**config.mk**
```make
export PLATFORM = sky130hd
export DESIGN_NAME = mem_arbiter_flat
export DESIGN_NICKNAME = d
export VERILOG_FILES = /design/src/rtl/mem_arbiter_pkg.sv /design/src/rtl/mem_arbiter_if.sv /design/src/rtl/mem_arbiter.sv /design/src/flat_wrapper.sv
export SDC_FILE = /design/constraint.sdc
export NUM_CORES = 1
export LEC_CHECK = 0
export BUFFER_PORTS_ARGS = -buffer_cell sky130_fd_sc_hd__buf_2
export CAP_MARGIN = 20
export CORE_MARGIN = 3
export CORE_UTILIZATION = 42
export DETAILED_ROUTE_END_ITERATION = 16
export GPL_TIMING_DRIVEN = 0
export PLACE_DENSITY = 0.69
export SLEW_MARGIN = 20
export SYNTH_ARGS = -nofsm -noshare
export SYNTH_HDL_FRONTEND = slang
export SYNTH_SLANG_ARGS = --single-unit
```
**constraint.sdc**
```tcl
create_clock -name clk -period 4.22 [get_ports clk]
set_input_delay 0.844 -clock clk [delete_from_list [all_inputs] [get_ports clk]]
set_output_delay 0.844 -clock clk [all_outputs]
set_load 0.01 [all_outputs]
```
**src/rtl/mem_arbiter_pkg.sv**
```systemverilog
// Shared types and encodings for the byte-serial memory arbiter.
package mem_arbiter_pkg;

  // Transfer sequencer states
  typedef enum logic [1:0] {
    ST_IDLE  = 2'd0,
    ST_ISSUE = 2'd1,
    ST_DRAIN = 2'd2,
    ST_DONE  = 2'd3
  } state_e;

  // Which requester owns the transfer in flight
  typedef enum logic {
    OWN_IF  = 1'b0,
    OWN_MEM = 1'b1
  } owner_e;

  // Access length encodings on mem_len_i (2'b11 behaves as a word)
  localparam logic [1:0] LEN_BYTE = 2'b00;
  localparam logic [1:0] LEN_HALF = 2'b01;
  localparam logic [1:0] LEN_WORD = 2'b10;

  // Index of the final byte of an access: N-1 for N = 1, 2 or 4
  function automatic logic [1:0] last_byte_idx(input logic [1:0] len);
    case (len)
      LEN_BYTE: return 2'd0;
      LEN_HALF: return 2'd1;
      default:  return 2'd3;
    endcase
  endfunction

endpackage

```
**src/rtl/mem_arbiter_if.sv**
```systemverilog
// Bundle of the IF requester, MEM requester and byte-wide RAM port signals.
// slave is the arbiter's view; master is the view of the surrounding pipeline/RAM.
interface mem_arbiter_if #(
  parameter int ADDR_W = 32,
  parameter int XLEN   = 32
);

  // Instruction fetch requester
  logic              if_req_i;
  logic [ADDR_W-1:0] if_addr_i;
  logic              if_flush_i;
  logic              if_done_o;
  logic [XLEN-1:0]   if_inst_o;

  // MEM stage requester
  logic              mem_req_i;
  logic              mem_we_i;
  logic [ADDR_W-1:0] mem_addr_i;
  logic [1:0]        mem_len_i;
  logic [XLEN-1:0]   mem_wdata_i;
  logic              mem_done_o;
  logic [XLEN-1:0]   mem_rdata_o;

  // Byte-wide RAM port
  logic [7:0]        ram_din_i;
  logic [7:0]        ram_dout_o;
  logic [ADDR_W-1:0] ram_addr_o;
  logic              ram_wr_o;

  // Stall controller feed
  logic              busy_o;

  modport slave (
    input  if_req_i, if_addr_i, if_flush_i,
    input  mem_req_i, mem_we_i, mem_addr_i, mem_len_i, mem_wdata_i,
    input  ram_din_i,
    output if_done_o, if_inst_o,
    output mem_done_o, mem_rdata_o,
    output ram_dout_o, ram_addr_o, ram_wr_o,
    output busy_o
  );

  modport master (
    output if_req_i, if_addr_i, if_flush_i,
    output mem_req_i, mem_we_i, mem_addr_i, mem_len_i, mem_wdata_i,
    output ram_din_i,
    input  if_done_o, if_inst_o,
    input  mem_done_o, mem_rdata_o,
    input  ram_dout_o, ram_addr_o, ram_wr_o,
    input  busy_o
  );

endinterface

```
**src/rtl/mem_arbiter.sv**
```systemverilog
// Shares one byte-wide RAM port between instruction fetch and the MEM stage.
// Each access is split into 1, 2 or 4 consecutive byte transfers; reads are
// reassembled little-endian and handed back with a one-cycle done pulse.
module mem_arbiter
  import mem_arbiter_pkg::*;
#(
  parameter int ADDR_W = 32,
  parameter int XLEN   = 32
) (
  input  logic          clk,
  input  logic          rst,
  mem_arbiter_if.slave  bus
);

  state_e            state_q, state_d;
  owner_e            owner_q;
  logic [1:0]        cnt_q;
  logic [1:0]        last_q;
  logic              we_q;
  logic [ADDR_W-1:0] base_q;
  logic [XLEN-1:0]   wdata_q;
  logic [XLEN-1:0]   data_q;
  logic [XLEN-1:0]   data_next;
  logic [ADDR_W-1:0] addr_hold_q;
  logic [XLEN-1:0]   if_inst_q;
  logic [XLEN-1:0]   mem_rdata_q;

  logic              accept_mem;
  logic              accept_if;
  logic              if_abort;
  logic              cap_en;
  logic [1:0]        cap_idx;
  logic [ADDR_W-1:0] issue_addr;
  logic              write_issue;

  // A flush only matters while the fetch owns the port
  assign if_abort    = (owner_q == OWN_IF) && bus.if_flush_i;
  // Byte address wraps naturally modulo 2^ADDR_W
  assign issue_addr  = base_q + ADDR_W'(cnt_q);
  assign write_issue = (state_q == ST_ISSUE) && we_q;

  // Read bytes arrive one cycle after their address: in ISSUE byte k-1 lands,
  // in DRAIN the final byte lands
  assign cap_en  = !we_q && (((state_q == ST_ISSUE) && (cnt_q != 2'd0)) ||
                             (state_q == ST_DRAIN));
  assign cap_idx = (state_q == ST_DRAIN) ? last_q : (cnt_q - 2'd1);

  // Merge the byte arriving this cycle into the assembly word
  always_comb begin
    data_next = data_q;
    if (cap_en) begin
      data_next[{cap_idx, 3'b000} +: 8] = bus.ram_din_i;
    end
  end

  // Next-state and arbitration: MEM wins, decisions taken only in IDLE
  always_comb begin
    state_d    = state_q;
    accept_mem = 1'b0;
    accept_if  = 1'b0;
    case (state_q)
      ST_IDLE: begin
        if (bus.mem_req_i) begin
          accept_mem = 1'b1;
          state_d    = ST_ISSUE;
        end else if (bus.if_req_i && !bus.if_flush_i) begin
          accept_if = 1'b1;
          state_d   = ST_ISSUE;
        end
      end
      ST_ISSUE: begin
        if (if_abort) begin
          state_d = ST_IDLE;
        end else if (cnt_q == last_q) begin
          state_d = we_q ? ST_DONE : ST_DRAIN;
        end
      end
      ST_DRAIN: begin
        state_d = if_abort ? ST_IDLE : ST_DONE;
      end
      ST_DONE: begin
        state_d = ST_IDLE;
      end
      default: begin
        state_d = ST_IDLE;
      end
    endcase
  end

  // Control state, byte counter and the values seen by the requesters
  always_ff @(posedge clk) begin
    if (rst) begin
      state_q     <= ST_IDLE;
      owner_q     <= OWN_IF;
      cnt_q       <= 2'd0;
      addr_hold_q <= '0;
      if_inst_q   <= '0;
      mem_rdata_q <= '0;
    end else begin
      state_q <= state_d;
      if (accept_mem) begin
        owner_q <= OWN_MEM;
        cnt_q   <= 2'd0;
      end else if (accept_if) begin
        owner_q <= OWN_IF;
        cnt_q   <= 2'd0;
      end else if ((state_q == ST_ISSUE) && (cnt_q != last_q)) begin
        cnt_q <= cnt_q + 2'd1;
      end
      if (state_q == ST_ISSUE) begin
        addr_hold_q <= issue_addr;
      end
      if ((state_q == ST_DRAIN) && (state_d == ST_DONE)) begin
        if (owner_q == OWN_IF) begin
          if_inst_q <= data_next;
        end else begin
          mem_rdata_q <= data_next;
        end
      end
    end
  end

  // Transfer parameters latched at accept; assembly word cleared so unread
  // upper bytes come back as zero
  always_ff @(posedge clk) begin
    if (accept_mem) begin
      base_q  <= bus.mem_addr_i;
      last_q  <= last_byte_idx(bus.mem_len_i);
      we_q    <= bus.mem_we_i;
      wdata_q <= bus.mem_wdata_i;
      data_q  <= '0;
    end else if (accept_if) begin
      base_q  <= bus.if_addr_i;
      last_q  <= last_byte_idx(LEN_WORD);
      we_q    <= 1'b0;
      wdata_q <= '0;
      data_q  <= '0;
    end else begin
      data_q <= data_next;
    end
  end

  assign bus.busy_o      = (state_q != ST_IDLE);
  assign bus.ram_wr_o    = write_issue;
  assign bus.ram_dout_o  = write_issue ? wdata_q[{cnt_q, 3'b000} +: 8] : 8'h00;
  assign bus.ram_addr_o  = (state_q == ST_ISSUE) ? issue_addr : addr_hold_q;
  assign bus.if_done_o   = (state_q == ST_DONE) && (owner_q == OWN_IF) && !bus.if_flush_i;
  assign bus.mem_done_o  = (state_q == ST_DONE) && (owner_q == OWN_MEM);
  assign bus.if_inst_o   = if_inst_q;
  assign bus.mem_rdata_o = mem_rdata_q;

endmodule

```
**src/flat_wrapper.sv**
```systemverilog
// flat-port wrapper written by rule: the top's interface ports become plain ports
module mem_arbiter_flat import mem_arbiter_pkg::*;
#(
  parameter int ADDR_W = 32,
  parameter int XLEN   = 32
)
  (clk, rst, bus_if_req_i, bus_if_addr_i, bus_if_flush_i, bus_mem_req_i, bus_mem_we_i, bus_mem_addr_i, bus_mem_len_i, bus_mem_wdata_i, bus_ram_din_i, bus_if_done_o, bus_if_inst_o, bus_mem_done_o, bus_mem_rdata_o, bus_ram_dout_o, bus_ram_addr_o, bus_ram_wr_o, bus_busy_o);
  mem_arbiter_if #(.ADDR_W(ADDR_W), .XLEN(XLEN)) bus_i ();
  input  logic clk;
  input  logic rst;
  input wire logic [$bits(bus_i.if_req_i)-1:0] bus_if_req_i;
  input wire logic [$bits(bus_i.if_addr_i)-1:0] bus_if_addr_i;
  input wire logic [$bits(bus_i.if_flush_i)-1:0] bus_if_flush_i;
  input wire logic [$bits(bus_i.mem_req_i)-1:0] bus_mem_req_i;
  input wire logic [$bits(bus_i.mem_we_i)-1:0] bus_mem_we_i;
  input wire logic [$bits(bus_i.mem_addr_i)-1:0] bus_mem_addr_i;
  input wire logic [$bits(bus_i.mem_len_i)-1:0] bus_mem_len_i;
  input wire logic [$bits(bus_i.mem_wdata_i)-1:0] bus_mem_wdata_i;
  input wire logic [$bits(bus_i.ram_din_i)-1:0] bus_ram_din_i;
  output wire logic [$bits(bus_i.if_done_o)-1:0] bus_if_done_o;
  output wire logic [$bits(bus_i.if_inst_o)-1:0] bus_if_inst_o;
  output wire logic [$bits(bus_i.mem_done_o)-1:0] bus_mem_done_o;
  output wire logic [$bits(bus_i.mem_rdata_o)-1:0] bus_mem_rdata_o;
  output wire logic [$bits(bus_i.ram_dout_o)-1:0] bus_ram_dout_o;
  output wire logic [$bits(bus_i.ram_addr_o)-1:0] bus_ram_addr_o;
  output wire logic [$bits(bus_i.ram_wr_o)-1:0] bus_ram_wr_o;
  output wire logic [$bits(bus_i.busy_o)-1:0] bus_busy_o;
  assign bus_i.if_req_i = bus_if_req_i;
  assign bus_i.if_addr_i = bus_if_addr_i;
  assign bus_i.if_flush_i = bus_if_flush_i;
  assign bus_i.mem_req_i = bus_mem_req_i;
  assign bus_i.mem_we_i = bus_mem_we_i;
  assign bus_i.mem_addr_i = bus_mem_addr_i;
  assign bus_i.mem_len_i = bus_mem_len_i;
  assign bus_i.mem_wdata_i = bus_mem_wdata_i;
  assign bus_i.ram_din_i = bus_ram_din_i;
  assign bus_if_done_o = bus_i.if_done_o;
  assign bus_if_inst_o = bus_i.if_inst_o;
  assign bus_mem_done_o = bus_i.mem_done_o;
  assign bus_mem_rdata_o = bus_i.mem_rdata_o;
  assign bus_ram_dout_o = bus_i.ram_dout_o;
  assign bus_ram_addr_o = bus_i.ram_addr_o;
  assign bus_ram_wr_o = bus_i.ram_wr_o;
  assign bus_busy_o = bus_i.busy_o;
  mem_arbiter #(.ADDR_W(ADDR_W), .XLEN(XLEN)) u_core (.clk(clk), .rst(rst), .bus(bus_i));
endmodule
```
### Word-level counts from Yosys, hierarchy flattened

Index checks and enable logic that the tools add are counted.

* register bits after elaboration: 200
* input bits: 112
* output and inout bits: 108
* word-level logic and storage cells: 75

* add/subtract/negate cells: 4
* equality and inequality tests: 7
* shifts and indexed selects: 3
* muxes and demuxes: 27
* bitwise gates (word level): 1
* reductions and logical operators: 22

Operator list (count)
* $mux W32: 6
* $add A32 B2 Y32: 1
* $bwmux W32: 1
* $shift A8 B7 Y32 const A: 1
* $shiftx A32 B6 Y8: 1
* $shiftx A8 B7 Y32: 1
* $mux W2: 8
* $logic_and A1 B1 Y1: 10
* $mux W1: 9
* $mux W8: 1
* $pmux W2 S4: 1
* $neg A5 Y7: 1
* $eq A2 B2 Y1 const B: 3
* $reduce_bool A2 Y1: 3
* $eq A2 B1 Y1 const B: 2
* $logic_not A2 Y1: 2
* $pmux W2 S2: 1
* $reduce_and A2 Y1: 2
* $reduce_or A3 Y1: 1
* $add A2 B1 Y2 const B: 1
* $eq A2 B2 Y1: 1
* $logic_not A1 Y1: 2
* $ne A2 B2 Y1: 1
* $reduce_or A2 Y1: 1
* 3 further kinds: 3

### Logic depth before layout (Yosys ltp)

* word-level depth: 8
* gate-level depth with buffers: 11
* mapped depth without buffers: 9

### Worst setup path before layout

No wires, ideal clock.

* path kind: input -> register
* start point: in bus_if_req_i
* end point: reg u_core.base_q[0], enable pin
* library setup time: 0.458 ns
* data arrival time: 3.416 ns
* required time: 3.762 ns
* slack: 0.347 ns
* stages on the path: 4
* buffers on the path: 2
* cells stage by stage: nor2b_1 -> o21a_1 -> clkbuf_1 -> clkbuf_1

* longest elaborated chain between the ends: 5

RTL lines
* from (decl): RTL line flat_wrapper.sv:11 `input wire logic [$bits(bus_i.if_req_i)-1:0] bus_if_req_i;`
* $logic_and A1 B1 Y1: RTL line mem_arbiter.sv:66 `end else if (bus.if_req_i && !bus.if_flush_i) begin`
* $mux W1: RTL line mem_arbiter.sv:66
* $mux W1: RTL line mem_arbiter.sv:63 `if (bus.mem_req_i) begin`
* $mux W1: RTL line mem_arbiter.sv:61 `case (state_q)`
* $reduce_bool A2 Y1 (no line)
* to (signal assigned): RTL line mem_arbiter.sv:127 `base_q <= bus.mem_addr_i;`
* to (signal assigned): RTL line mem_arbiter.sv:133 `base_q <= bus.if_addr_i;`
* to (decl): RTL line mem_arbiter.sv:20 `logic [ADDR_W-1:0] base_q;`

Every way passes these cells.
A chain may end at the register's enable or synchronous reset.

### Worst setup path after layout

* start point: reg u_core.cnt_q[1]
* end point: out bus_ram_addr_o[16]

* longest elaborated chain between the ends: 2

RTL lines
* from (decl): RTL line mem_arbiter.sv:17 `logic [1:0] cnt_q;`
* from (signal assigned): RTL line mem_arbiter.sv:108 `cnt_q <= cnt_q + 2'd1;`
* $add A32 B2 Y32: RTL line mem_arbiter.sv:39 `assign issue_addr = base_q + ADDR_W'(cnt_q);`
* $mux W32
* to (decl): RTL line flat_wrapper.sv:25 `output wire logic [$bits(bus_i.ram_addr_o)-1:0] bus_ram_addr_o;`

Every way passes these cells.

==> metrics.txt <==
fin util 0.531; DP Area 10,600 µm²; die height 154 µm; Comb pwr share 0.161; Slew headroom 0.278; Max Clock Freq 0.250 GHz; HPWL after detailed placement 20.4 mm; final setup violation count 0; fin crit period 4.00 ns; # hold bufs at CTS 0; P&R area growth vs syn 23.0%; CP endpoint kind primary output; vias in the first global route 8,153; most frequent cells in the layout 224 x buf_2, 133 x dfxtp_1, 67 x nand3_1, 67 x edfxtp_1, 65 x nand2_1; overall routing resource usage 0.230; initial antenna violation count 2; Sw Share 0.301; layout cells sized above 1 0.264; hold slack 0.477 ns; total nets after synthesis 1,056; later-pin clock latency in the skew report 0.44 ns; Root Buffer clkbuf_16; first-pass GRT wire length 43.5 mm; CTS Buffer Depth 2; clk sinks 200; DRC errors left 0; power per cell area 409 nW/µm²; VDD IR-drop max 0.000261 V; most common cell after layout, fill and taps aside buf_2; DRT Wirelength 27.8 mm; Max Fanout on Critical Path 10; # Post-CTS Setup Buffers 0; WP data arrival 3.16 ns; unrepaired setup endpoints after global routing no; Vias/cell 5.78; top post-synthesis cells by area dfxtp_1 29%, edfxtp_1 22%, mux2_2 4.2%, nand3_1 3.7%, a31oi_1 3.7%; CP Data Required Time 3.38 ns; Fin Clk Skew 0.0127 ns; Top delay family on crit path simple AND/OR/NAND/NOR gates; P_sw 1.38 mW; via count 8,470; Num CTS Buffers 17; antenna viol nets, final 0; die area 23,600 µm²; clock share of power 0.359; cells after synthesis 937; Seq/Total Area, Yosys 0.510; Mean Syn Cell Area 9.77 µm²; Max Cap Viol 0; Std-Cell Rows 53; Pleak 4.41 nW; post-synthesis register bit count 200; CP dominant cell by count buf_2; number of distinct library cells after synthesis 57; Die Width 154 µm; area fraction of the dominant cell type after synthesis 0.291; Placement Setup Slack -0.00923 ns; Final Hold Viols 0; GPL Wtd Cong 0.902; total grt overflow 0; fraction of registers with async set/reset 0; Final Cell Area 11,300 µm²; critical-path cell list buf_2, inv_1, fa_1, nand4b_1, nor4_4, mux2i_1, or2_2, buf_2; clock slew at reported path FFs 0.08 ns; Initial DRC Count 788; Layout fillers 1,994; final worst slack 0.220 ns; CP startpoint kind flop; sequential power share 0.480; crit path kind flop to primary output; initial core utilization 0.432; first-pass iteration count of the detailed router 7; run status complete, no violations; CP peak stage delay 0.49 ns; number of synthesized flops with an enable pin 67; Port Buffers 219; CTS tree done; Final Power 4.60 mW; largest net degree at the start of global routing 54; Yosys top cell by area dfxtp_1; Slowest-stage cell, CP fa_1; P_int 3.22 mW; wire per inst 19.0 µm; final max-slew violation count 0; total number of yosys warnings 0; H-tree levels 4; Worst Hold Class flop to flop; Cell Area, Synth 9160 µm²; Final #Nets 1,295; IO Pins 220; Tcrit/Tclk final 0.948; sum of buffers and inverters on the critical path 3; worst-margin pin slew 1.08 ns; Main synth FF type dfxtp_1; Core ar. 21,200 µm²
## worst paths after layout
check / from / end / slack, ns / depth (start not counted)
max: u_core.cnt_q[1] / bus_ram_addr_o[16] / 0.22 / 8
max reg2reg: u_core.cnt_q[1] / u_core.bus.mem_rdata_o[8] / 0.42 / 10
min: u_core.data_q[12] / u_core.data_q[12] / 0.48 / 2
min reg2reg: u_core.data_q[12] / u_core.data_q[12] / 0.48 / 2
## flip-flops by register name (all words and copies together) (netlist names)
name                    cells
u_core.state_q              2
u_core.last_q               2
u_core.we_q                 1
u_core.data_q              32
u_core.addr_hold_q         32
u_core.bus.mem_rdata_o     32
u_core.base_q              32
u_core.wdata_q             32
u_core.bus.if_inst_o       32
u_core.cnt_q                2
u_core.owner_q              1
## synthesized netlist by cell type, types with 15 or more instances
cell	count
nor2_1	55
a21oi_1	55
nor4_1	15
and3_1	47
o21ai_0	51
dfxtp_1	133
a311oi_1	24
nor3_1	21
mux2_2	34
nand3_1	68
edfxtp_1	67
clkbuf_1	56
nand2_1	65
nand4_1	31
a31oi_1	54
## per-stage QoR
step	instances	TNS, ns
after floorplan	937	0
final	1465	0
after CTS	1464	0
after global placement	1431	-74.99
after global routing	1465	0
after detailed placement	1432	-0.00923
## repair_timing
item,4_1_cts,5_1_grt
resized for setup,2,4
hold endpoints to repair,0,0
setup endpoints to repair,17,32
pin swaps,0,0
## power by group through the flow
stage	Clock, mW	Combinational (mW)	Sequential (mW)
2_1_floorplan	0	0.448	2.24
3_3_place_gp	0	0.718	2.26
3_5_place_dp	0	0.737	2.25
4_1_cts	1.67	0.741	2.21
5_1_grt	1.74	0.812	2.23
6_report	1.65	0.742	2.21
## worst min-delay path, stage by stage, from the launching register on
cell	delay [ns]
dfxtp_1	0.33
nand2_1	0.06
a21oi_1	0.05
## final cells by class
class | count | area (µm²) | area share
multi-input cells | 652 | 4180 | 0.372
inverters | 12 | 45.0 | 0.00400
repair buffers | 220 | 1120 | 0.0998
clock buffers | 17 | 425 | 0.0378
plain buffers | 73 | 285 | 0.0253
well taps | 275 | 344 | 0.0306
clock inverters | 15 | 175 | 0.0156
diodes | 1 | 2.50 | 0.000222
flip-flops and latches | 200 | 4670 | 0.415
## metal layers
layer | track usage | wire length, µm | vias to the layer above
met2 | 0.365 | 12800 | 362
met4 | 0.0681 | 612 | 2
met3 | 0.0639 | 2280 | 48
li1 | - | - | 4072
met5 | 0 | 13 | -
met1 | 0.309 | 12200 | 3986
## kinds of logic after synthesis
group                    count (synthesis)  share of synthesized area
AND/OR/NAND/NOR                        357                      0.206
AO/OA/AOI/OAI                          227                      0.157
flip-flops                             200                      0.510
buffers and inverters                   85                     0.0355
multiplexers                            47                     0.0669
XOR/XNOR                                14                     0.0134
adder cells (fa/ha/maj)                  7                     0.0104
(Power assumes the default switching activity.)
